==> config.mk <==
export PLATFORM = sky130hd
export DESIGN_NAME = pio_share_arbiter_flat
export DESIGN_NICKNAME = d
export VERILOG_FILES = /design/src/rtl/pio_share_arbiter_pkg.sv /design/src/rtl/pio_share_arbiter_if.sv /design/src/rtl/pio_share_arbiter_rr_arbiter2.sv /design/src/rtl/pio_share_arbiter.sv /design/src/flat_wrapper.sv
export SDC_FILE = /design/constraint.sdc
export NUM_CORES = 1
export LEC_CHECK = 0
export BUFFER_PORTS_ARGS = -buffer_cell sky130_fd_sc_hd__buf_2
export CAP_MARGIN = 20
export CORE_UTILIZATION = 50
export DETAILED_ROUTE_END_ITERATION = 10
export GPL_TIMING_DRIVEN = 0
export PLACE_DENSITY = 0.87
export SETUP_SLACK_MARGIN = 0.4
export SLEW_MARGIN = 40
export SYNTH_ARGS = -nofsm -noshare
export SYNTH_HDL_FRONTEND = slang
export SYNTH_HIERARCHICAL = 1
export SYNTH_SLANG_ARGS = --single-unit
==> constraint.sdc <==
create_clock -name clk -period 5.25 [get_ports clk]
set_clock_uncertainty 0.1 [all_clocks]
set_input_delay 0.7875 -clock clk [delete_from_list [all_inputs] [get_ports clk]]
set_output_delay 0.7875 -clock clk [all_outputs]
set_load 0.005 [all_outputs]
==> src/rtl/pio_share_arbiter_pkg.sv <==
// Shared definitions for the PIO share arbiter: register map, owner encoding,
// LOCK bit position and port index helpers.
package pio_arb_pkg;

    // Register word addresses
    localparam int ADDR_DATA   = 0;
    localparam int ADDR_LOCK   = 1;
    localparam int ADDR_STATUS = 2;

    // Bit of a LOCK write carrying the acquire (1) / release (0) command
    localparam int LOCK_BIT = 0;

    // Index of each port in the request/grant vectors
    localparam int PORT_A = 0;
    localparam int PORT_B = 1;

    // Owner of the DATA register; the encoding is what LOCK reads back
    typedef enum logic [1:0] {
        OWN_FREE = 2'd0,
        OWN_A    = 2'd1,
        OWN_B    = 2'd2
    } owner_e;

    // Owner code that corresponds to the port performing an access
    function automatic owner_e port_owner(input logic is_b);
        return is_b ? OWN_B : OWN_A;
    endfunction

endpackage

==> src/rtl/pio_share_arbiter_if.sv <==
// Avalon-MM style slave port bundle: one instance per master sharing the PIO.
interface pio_share_arbiter_if #(
    parameter int DATA_W = 32,
    parameter int ADDR_W = 4
);
    logic [ADDR_W-1:0] address;
    logic [DATA_W-1:0] writedata;
    logic              write;
    logic              read;
    logic [DATA_W-1:0] readdata;
    logic              waitrequest;

    modport master (
        output address, writedata, write, read,
        input  readdata, waitrequest
    );

    modport slave (
        input  address, writedata, write, read,
        output readdata, waitrequest
    );
endinterface

==> src/rtl/pio_share_arbiter_rr_arbiter2.sv <==
// Two-request round-robin arbiter. When both ports request, the one that was
// not granted last wins; a lone requester always wins.
module rr_arbiter2 (
    input  logic       clk,
    input  logic       reset,
    input  logic [1:0] req,
    output logic [1:0] grant
);
    // 0: port a was granted last, 1: port b was granted last
    logic last_grant;

    // Grant selection from current requests and the rotation pointer
    always_comb begin
        // NOTE: grant gets a default before the case so every path assigns it; no latch is inferred.
        grant = 2'b00;
        case (req)
            2'b01:   grant = 2'b01;
            2'b10:   grant = 2'b10;
            2'b11:   grant = last_grant ? 2'b01 : 2'b10;
            default: grant = 2'b00;
        endcase
    end

    // Rotation pointer: remembers the winner of every granted cycle
    always_ff @(posedge clk or posedge reset) begin
        // NOTE: state uses non-blocking assignments so all registers update from pre-edge values.
        // Reset points at b so that a is favoured on the first contended cycle.
        if (reset) begin
            last_grant <= 1'b1;
        end else if (grant != 2'b00) begin
            last_grant <= grant[1];
        end
    end
endmodule

==> src/rtl/pio_share_arbiter.sv <==
// Shares one PIO output register between two slave ports. One granted access
// per cycle; the loser stalls via waitrequest. An ownership lock lets one port
// own DATA, and refused DATA/LOCK operations are counted in a saturating
// conflict counter.
module pio_share_arbiter
    import pio_arb_pkg::*;
#(
    parameter int              DATA_W      = 32,
    parameter int              ADDR_W      = 4,
    parameter int              CNT_W       = 16,
    parameter logic [DATA_W-1:0] RESET_VALUE = '0
) (
    input  logic                 clk,
    input  logic                 reset,
    pio_share_arbiter_if.slave   port_a,
    pio_share_arbiter_if.slave   port_b,
    output logic [DATA_W-1:0]    pio_out
);
    logic [1:0]        req;
    logic [1:0]        grant;
    logic [DATA_W-1:0] data_q;
    owner_e            owner_q;
    logic [CNT_W-1:0]  conflict_q;

    // Granted access, decoded
    logic              acc_write;
    logic              acc_is_b;
    logic [ADDR_W-1:0] acc_addr;
    logic [DATA_W-1:0] acc_wdata;
    owner_e            acc_owner;
    logic              data_wr;
    logic              lock_wr;
    logic              status_wr;
    logic              data_allowed;
    logic              conflict_inc;
    logic [DATA_W-1:0] rd_value;

    assign req = {port_b.write | port_b.read, port_a.write | port_a.read};

    rr_arbiter2 u_arb (
        .clk   (clk),
        .reset (reset),
        .req   (req),
        .grant (grant)
    );

    assign port_a.waitrequest = req[PORT_A] & ~grant[PORT_A];
    assign port_b.waitrequest = req[PORT_B] & ~grant[PORT_B];

    // Select the granted port's access and decode its effect on the registers
    always_comb begin
        acc_is_b  = grant[PORT_B];
        acc_write = 1'b0;
        acc_addr  = '0;
        acc_wdata = '0;
        if (grant[PORT_A]) begin
            acc_write = port_a.write;
            acc_addr  = port_a.address;
            acc_wdata = port_a.writedata;
        end else if (grant[PORT_B]) begin
            acc_write = port_b.write;
            acc_addr  = port_b.address;
            acc_wdata = port_b.writedata;
        end
        acc_owner    = port_owner(acc_is_b);
        data_wr      = acc_write && (acc_addr == ADDR_W'(ADDR_DATA));
        lock_wr      = acc_write && (acc_addr == ADDR_W'(ADDR_LOCK));
        status_wr    = acc_write && (acc_addr == ADDR_W'(ADDR_STATUS));
        data_allowed = (owner_q == OWN_FREE) || (owner_q == acc_owner);
        // Refused DATA write, or LOCK command from the port that does not own it
        conflict_inc = (data_wr && !data_allowed) ||
                       (lock_wr && owner_q != OWN_FREE && owner_q != acc_owner);
    end

    // Register read mux; zero latency, returned only to the granted port
    always_comb begin
        rd_value = '0;
        case (acc_addr)
            ADDR_W'(ADDR_DATA):   rd_value = data_q;
            ADDR_W'(ADDR_LOCK):   rd_value[1:0] = owner_q;
            ADDR_W'(ADDR_STATUS): rd_value[CNT_W-1:0] = conflict_q;
            default:              rd_value = '0;
        endcase
    end

    assign port_a.readdata = grant[PORT_A] ? rd_value : '0;
    assign port_b.readdata = grant[PORT_B] ? rd_value : '0;

    // DATA register: written by the owner, or by anyone while the lock is free
    always_ff @(posedge clk or posedge reset) begin
        // NOTE: every register here is a plain flop with a reset value; there is no memory array to leave unreset.
        if (reset) begin
            data_q <= RESET_VALUE;
        end else if (data_wr && data_allowed) begin
            data_q <= acc_wdata;
        end
    end

    // Owner FSM: acquire from FREE, release only by the current owner
    always_ff @(posedge clk or posedge reset) begin
        if (reset) begin
            owner_q <= OWN_FREE;
        end else begin
            case (owner_q)
                OWN_FREE: begin
                    if (lock_wr && acc_wdata[LOCK_BIT]) begin
                        owner_q <= acc_owner;
                    end
                end
                OWN_A, OWN_B: begin
                    if (lock_wr && !acc_wdata[LOCK_BIT] && owner_q == acc_owner) begin
                        owner_q <= OWN_FREE;
                    end
                end
                default: owner_q <= OWN_FREE;
            endcase
        end
    end

    // Conflict counter: cleared by any STATUS write, otherwise saturating increment
    always_ff @(posedge clk or posedge reset) begin
        if (reset) begin
            conflict_q <= '0;
        end else if (status_wr) begin
            conflict_q <= '0;
        end else if (conflict_inc && conflict_q != {CNT_W{1'b1}}) begin
            conflict_q <= conflict_q + 1'b1;
        end
    end

    assign pio_out = data_q;
endmodule
==> src/flat_wrapper.sv <==
// flat-port wrapper written by rule: the top's interface ports become plain ports
module pio_share_arbiter_flat import pio_arb_pkg::*;
#(
    parameter int              DATA_W      = 32,
    parameter int              ADDR_W      = 4,
    parameter int              CNT_W       = 16,
    parameter logic [DATA_W-1:0] RESET_VALUE = '0
)
  (clk, reset, pio_out, port_a_address, port_a_writedata, port_a_write, port_a_read, port_a_readdata, port_a_waitrequest, port_b_address, port_b_writedata, port_b_write, port_b_read, port_b_readdata, port_b_waitrequest);
  pio_share_arbiter_if #(.DATA_W(DATA_W), .ADDR_W(ADDR_W)) port_a_i ();
  pio_share_arbiter_if #(.DATA_W(DATA_W), .ADDR_W(ADDR_W)) port_b_i ();
  input  logic clk;
  input  logic reset;
  output logic [DATA_W-1:0] pio_out;
  input wire logic [$bits(port_a_i.address)-1:0] port_a_address;
  input wire logic [$bits(port_a_i.writedata)-1:0] port_a_writedata;
  input wire logic [$bits(port_a_i.write)-1:0] port_a_write;
  input wire logic [$bits(port_a_i.read)-1:0] port_a_read;
  output wire logic [$bits(port_a_i.readdata)-1:0] port_a_readdata;
  output wire logic [$bits(port_a_i.waitrequest)-1:0] port_a_waitrequest;
  input wire logic [$bits(port_b_i.address)-1:0] port_b_address;
  input wire logic [$bits(port_b_i.writedata)-1:0] port_b_writedata;
  input wire logic [$bits(port_b_i.write)-1:0] port_b_write;
  input wire logic [$bits(port_b_i.read)-1:0] port_b_read;
  output wire logic [$bits(port_b_i.readdata)-1:0] port_b_readdata;
  output wire logic [$bits(port_b_i.waitrequest)-1:0] port_b_waitrequest;
  assign port_a_i.address = port_a_address;
  assign port_a_i.writedata = port_a_writedata;
  assign port_a_i.write = port_a_write;
  assign port_a_i.read = port_a_read;
  assign port_a_readdata = port_a_i.readdata;
  assign port_a_waitrequest = port_a_i.waitrequest;
  assign port_b_i.address = port_b_address;
  assign port_b_i.writedata = port_b_writedata;
  assign port_b_i.write = port_b_write;
  assign port_b_i.read = port_b_read;
  assign port_b_readdata = port_b_i.readdata;
  assign port_b_waitrequest = port_b_i.waitrequest;
  pio_share_arbiter #(.DATA_W(DATA_W), .ADDR_W(ADDR_W), .CNT_W(CNT_W), .RESET_VALUE(RESET_VALUE)) u_core (.clk(clk), .reset(reset), .port_a(port_a_i), .port_b(port_b_i), .pio_out(pio_out));
endmodule
==> results.yml, run 1 <==
finish:
  syn2layout_area_growth_pct: 32.9
  drive_above_1_share_pct: 34.5
  nNetsFinal: 668
  final_cell_mix: "183 x buf_2, 50 x dfrtp_1, 49 x and2_1"
  final_util_pct: 69.8
  fin_area_sq_um: 4510
  final_common_cell: "buf_2"
  antenna_cells: 0
drt:
  postRouteAntennaNets: 0
  routed_wl_mm: 11.3
  drtIter0Drc: 332
  via_count: 4011
  via_per_inst: 6.02
  dr.pass1.iters: 9
  routedWlPerCell_um: 17.0
  drc: 11
floorplanning:
  die_area_sq_um: 7120
  die_w_um: 84.4
  start_util_pct: 52.5
  fp.dieH_um: 84.4
  rows: 29
  core_region_area_sq_um: 6460
  boundaryPins: 176
global_routing:
  gr-total-overflow: 0
  grt_max_degree: 34
  grt_pass1_vias: 3667
  grt_pass1_wl_mm: 17.9
  globalRouteTotalUtil_pct: 31.6
  antenna_found_initial: 0
sta:
  finalWorstPathRequiredPeriod_ns: 4.60
  setup_ws_ns: 0.649
  clock.fmax_mhz: 217
  worst_pin_slew_ns: 0.849
  fin_crit_sh_pct: 87.6
  slew_headroom_pct: 43.0
  final.setup.tns_ns: 0
  finalHoldViolations: 0
  final_max_slew_viol_count: 0
  rsz0062_at_grt: "no"
  setup_viol: 0
placed_design:
  gp_congestion: 0.921
  io_buffers: 175
  dp_hpwl_mm: 8.75
  placed_area_sq_um: 4390
  dpl_worst_slack_ns: 0.744
run_status:
  violations: "DRC"
  status: "finished with violations"
power_and_ir_drop:
  combPwrFrac_pct: 42.3
  power.internal_mw: 1.03
  power_switching_share_pct: 39.8
  power.switching_uw: 679
  peakVddDrop_mv: 0.258
  seq_power_share_pct: 40.2
  clockPowerShare_pct: 17.5
  total_power_mw: 1.71
  p_leak_nw: 2.40
  p_per_area_nw_per_um2: 379
synthesis:
  synth_area_sq_um: 3390
  muxShareOfSynthArea_pct: 0.627
  syn_inst: 405
  ys_ff_latch: 51
  yosys_warnings: 6
  synth_cell_types: 47
  synth_fa_ha_area_share_pct: 0.737
  synth_xor_area_share_pct: 0.258
  synth_compound_area_share_pct: 25.8
  syn-mean-instance-area_sq_um: 8.38
  syn_nets: 485
  synthSimpleGateAreaFrac_pct: 30.2
  synth_top_family_by_area: "simple AND/OR/NAND/NOR gates"
  yosysSeqAreaShare_pct: 37.6
setup_path:
  r2r_slack_ns: 2.33
  required_ns: 4.36
  rr_endpoint: "u_core/pio_out[15]"
  timing.critical_path.mode_cell: "buf_2"
  crit_path_start_kind: "input port"
  r2r_start: "u_core/u_arb/last_grant"
  path_cells: "buf_2 -> or2_2 -> a21boi_1 -> buf_4 -> buf_2 -> inv_1 -> nor3_1 -> clkbuf_1 -> and2_1 -> buf_2"
  reg2reg_depth: 7
  max_stage_delay_ns: 0.72
  crit_type: "in2out"
  crit_arrival_ns: 3.71
  worstPathMaxFanout: 10
  crit_path_top_delay_cell: "nor3_1"
  crit_path_end_kind: "primary output"
cts:
  cts_made_buffers: 5
  clk_latency_ns: 0.31
  path_clk_slew_ns: 0.10
  ctsHoldBuffers: 0
  clk_path_buf_depth: 2
  clock-sinks: 51
  cts_tree: "built"
  htree_levels: 2
  ctsRootBufferMaster: "clkbuf_8"
  post-cts-setup-buffers: 0
  ctsResizeCount: 0
hold_path:
  min_path_type: "in2async"
run:
  maxCapViolations: 0
==> cell usage after synthesis, drive strengths merged <==
| cell | number | share of area, % |
|---|---|---|
| a211o | 8 | 2.1 |
| a21boi | 2 | 0.44 |
| a21o | 1 | 0.22 |
| a21oi | 41 | 6.0 |
| a221o | 3 | 0.88 |
| a221oi | 1 | 0.44 |
| a22o | 15 | 3.9 |
| a22oi | 32 | 7.1 |
| a31oi | 1 | 0.18 |
| a32o | 2 | 0.59 |
| and2 | 49 | 9.0 |
| and3 | 26 | 4.8 |
| and3b | 3 | 0.77 |
| and4 | 3 | 0.77 |
| and4bb | 1 | 0.37 |
| buf | 11 | 1.7 |
| clkbuf | 20 | 2.2 |
| dfrtp | 50 | 37 |
| dfstp | 1 | 0.77 |
| ha | 2 | 0.74 |
| inv | 7 | 0.77 |
| mux2 | 1 | 0.33 |
| mux2i | 1 | 0.29 |
| nand2 | 15 | 1.7 |
| nand2b | 3 | 0.55 |
| nand3 | 8 | 1.2 |
| nand3b | 3 | 0.66 |
| nand4 | 3 | 0.55 |
| nor2 | 43 | 4.8 |
| nor2b | 4 | 0.74 |
| nor3 | 14 | 2.1 |
| nor3b | 4 | 0.88 |
| o2111a | 1 | 0.33 |
| o2111ai | 1 | 0.26 |
| o211ai | 1 | 0.22 |
| o21a | 2 | 0.44 |
| o21ai | 11 | 1.8 |
| o221ai | 1 | 0.44 |
| o31ai | 2 | 0.44 |
| or2 | 2 | 0.37 |
| or3 | 2 | 0.37 |
| or4 | 3 | 0.66 |
| xor2 | 1 | 0.26 |
==> per-layer routing <==
layer | global-route usage (%) | routed length (um) | vias up
li1 | - | - | 1852
met1 | 41.6 | 4670 | 1911
met2 | 53.8 | 5500 | 224
met3 | 4.92 | 888 | 24
met4 | 9.71 | 236 | 0
met5 | 0 | 0 | -
==> area by class of cell <==
class,count,area [sq um]
tap,77,96.3
clock inverter,2,38.8
clock buffer,6,82.6
inverter,7,28.8
sequential,51,1280
buffer,31,134
timing repair buffer,176,896
multi-input combinational,316,1960
fill,539,1950
==> worst max-delay path by stage <==
stage               depth (start not counted)                  end  slack [ns]          from
finish                                     10  port_a_readdata[23]        0.65  port_b_write
CTS                                        10  port_a_readdata[23]        0.75  port_b_write
detailed placement                         10  port_a_readdata[23]        0.74  port_b_write
floorplan                                   8  port_a_readdata[10]        1.69  port_a_write
global route                               10  port_a_readdata[23]        0.49  port_b_write
global placement                           10  port_a_readdata[26]        0.85  port_b_write
==> metrics by stage <==
stage               hold WS [ns]  cells
floorplan                  0.394    405
global placement           0.410    657
detailed placement         0.417    658
CTS                        0.307    666
global route               0.305    666
finish                     0.312    666
==> kinds of logic after synthesis <==
| group | count (synthesis) |
|---|---|
| flops | 51 |
| simple gates | 186 |
| mux | 2 |
| fa+ha+maj | 2 |
| buf+inv | 38 |
| compound gates | 125 |
| xor+xnor | 1 |
==> power by group through the flow <==
| stage | logic, mW | clock network (mW) | registers [mW] |
|---|---|---|---|
| after floorplan | 0.386 | 0 | 0.654 |
| after global placement | 0.685 | 0 | 0.685 |
| after detailed placement | 0.713 | 0 | 0.688 |
| after CTS | 0.716 | 0.304 | 0.681 |
| after global routing | 0.796 | 0.318 | 0.703 |
| final | 0.724 | 0.299 | 0.686 |
==> sequential cells by signal, indices dropped and copies added, names as in the netlist <==
name,cells
u_core/pio_out,32
u_core/conflict_q,16
u_core/owner_q,2
u_core/u_arb/last_grant,1
==> critical path, delay by kind of cell <==
family | cells | cell delay [ns]
AOI/OAI and AO/OA | 1 | 0.43
buffers and inverters | 6 | 1.23
and+or+nand+nor | 3 | 1.25
(Power assumes the default switching activity.)
==> run 2: changes to the inputs <==
- CAP_MARGIN: 20 -> unset
- PLACE_DENSITY: 0.87 -> unset
- PLACE_DENSITY_LB_ADDON: unset -> 0.12
==> results.yml, run 2 (synthesis gave the netlist of run 1 again) <==
power_and_ir_drop:
  peakVddDrop_mv: 0.213
  p_leak_nw: 2.40
  clockPowerShare_pct: 17.6
  power.internal_mw: 1.03
  seq_power_share_pct: 39.8
  total_power_mw: 1.70
  p_per_area_nw_per_um2: 377
  power.switching_uw: 670
  combPwrFrac_pct: 42.6
  power_switching_share_pct: 39.4
placed_design:
  dp_hpwl_mm: 8.73
  io_buffers: 175
  placed_area_sq_um: 4390
  gp_congestion: 0.902
finish:
  ff_latch_area_sq_um: 1280
  drive_above_1_share_pct: 34.5
  largest_reg_flops: 32
  final_common_cell: "buf_2"
  nNetsFinal: 668
  final_cell_mix: "183 x buf_2, 50 x dfrtp_1, 49 x and2_1"
  fin_area_sq_um: 4510
  fillers: 582
  multiInputGateArea_sq_um: 1960
  antenna_cells: 0
  syn2layout_area_growth_pct: 32.9
setup_path:
  worstPathMaxFanout: 10
  required_ns: 4.36
  crit_type: "in2out"
  crit_arrival_ns: 3.63
  crit_path_end_kind: "primary output"
  crit_path_start_kind: "input port"
drt:
  drtIter0Drc: 302
  via_count: 3955
  routed_wl_mm: 11.5
  routedWlPerCell_um: 17.3
  drc: 15
  via_per_inst: 5.94
  dr.pass1.iters: 9
  postRouteAntennaNets: 0
cts:
  ctsHoldBuffers: 0
  ctsResizeCount: 0
  clk_latency_ns: 0.31
  cts_made_buffers: 5
  cts_tree: "built"
  post-cts-setup-buffers: 0
  ctsRootBufferMaster: "clkbuf_8"
  clk_path_buf_depth: 2
  htree_levels: 2
  clock-sinks: 51
  path_clk_slew_ns: 0.10
global_routing:
  antenna_found_initial: 0
  grt_pass1_wl_mm: 18.6
  grt_pass1_vias: 3774
  grt_max_degree: 34
  gr-total-overflow: 0
  globalRouteTotalUtil_pct: 32.7
floorplanning:
  core_region_area_sq_um: 6460
  boundaryPins: 176
  start_util_pct: 52.5
  rows: 29
  die_w_um: 84.4
  fp.dieH_um: 84.4
  die_area_sq_um: 7120
run:
  maxCapViolations: 0
sta:
  finalWorstPathRequiredPeriod_ns: 4.51
  worst_pin_slew_ns: 0.821
  setup_viol: 0
  finalHoldViolations: 0
  final_max_slew_viol_count: 0
  slew_headroom_pct: 44.9
  final.setup.tns_ns: 0
  fin_crit_sh_pct: 86.0
  clock.fmax_mhz: 222
  rsz0062_at_grt: "no"
run_status:
  status: "finished with violations"
  violations: "DRC"
hold_path:
  min_path_type: "in2async"
run 2: cell counts in the layout (fill, tap and decap cells not counted):
Identical to the previous run, type by type.
run 2: per-stage QoR:
stage               hold WS, ns  std cells  setup slack (ns)  util, %
finish                    0.315        666             0.735     69.8
global route              0.318        666             0.508     69.8
CTS                       0.316        666             0.801     69.8
detailed placement        0.412        658             0.799     67.9
global placement          0.410        657             0.888     67.6
floorplan                 0.394        405              1.69        -
run 2: worst paths after layout:
check	startpoint	end	slack, ns	cells after the start
worst min-delay path	reset	u_core/pio_out[0]	0.31	2
worst max-delay path	port_b_write	port_a_readdata[22]	0.74	10
worst min register to register	u_core/u_arb/last_grant	u_core/u_arb/last_grant	0.43	2
min in group clk	u_core/u_arb/last_grant	u_core/u_arb/last_grant	0.43	2
worst max register to register	u_core/u_arb/last_grant	u_core/pio_out[16]	2.29	7
max in group asynchronous	reset	u_core/conflict_q[9]	4.26	3
run 2: cell type report:
type	instances	share of cell area (%)
Buffer	31	2.97
Timing Repair Buffer	176	19.9
Multi-Input combinational cell	316	43.4
Inverter	7	0.638
Clock buffer	6	1.83
Tap cell	77	2.14
Sequential cell	51	28.3
Clock inverter	2	0.860
run 2: worst max-delay path, stage by stage:
cell      delay (ns)
buf_2           0.11
or2_2           0.32
a21boi_1        0.40
buf_4           0.25
buf_2           0.23
inv_1           0.13
nor3_1          0.70
clkbuf_1        0.38
and2_1          0.19
buf_2           0.11
run 2: layer usage:
layer / global-route usage (%) / routed length, um
met1: 43.5 / 4790
met2: 55.7 / 5650
met3: 4.33 / 888
met4: 10.2 / 191
met5: 0 / 0
run 2: power groups by stage:
stage                     Sequential [mW]  Combinational [mW]  Clock (mW)
after floorplan                     0.654               0.386           0
after global placement              0.678               0.689           0
after detailed placement            0.682               0.715           0
after CTS                           0.675               0.721       0.303
after global routing                0.698               0.799       0.316
final                               0.677               0.724       0.299
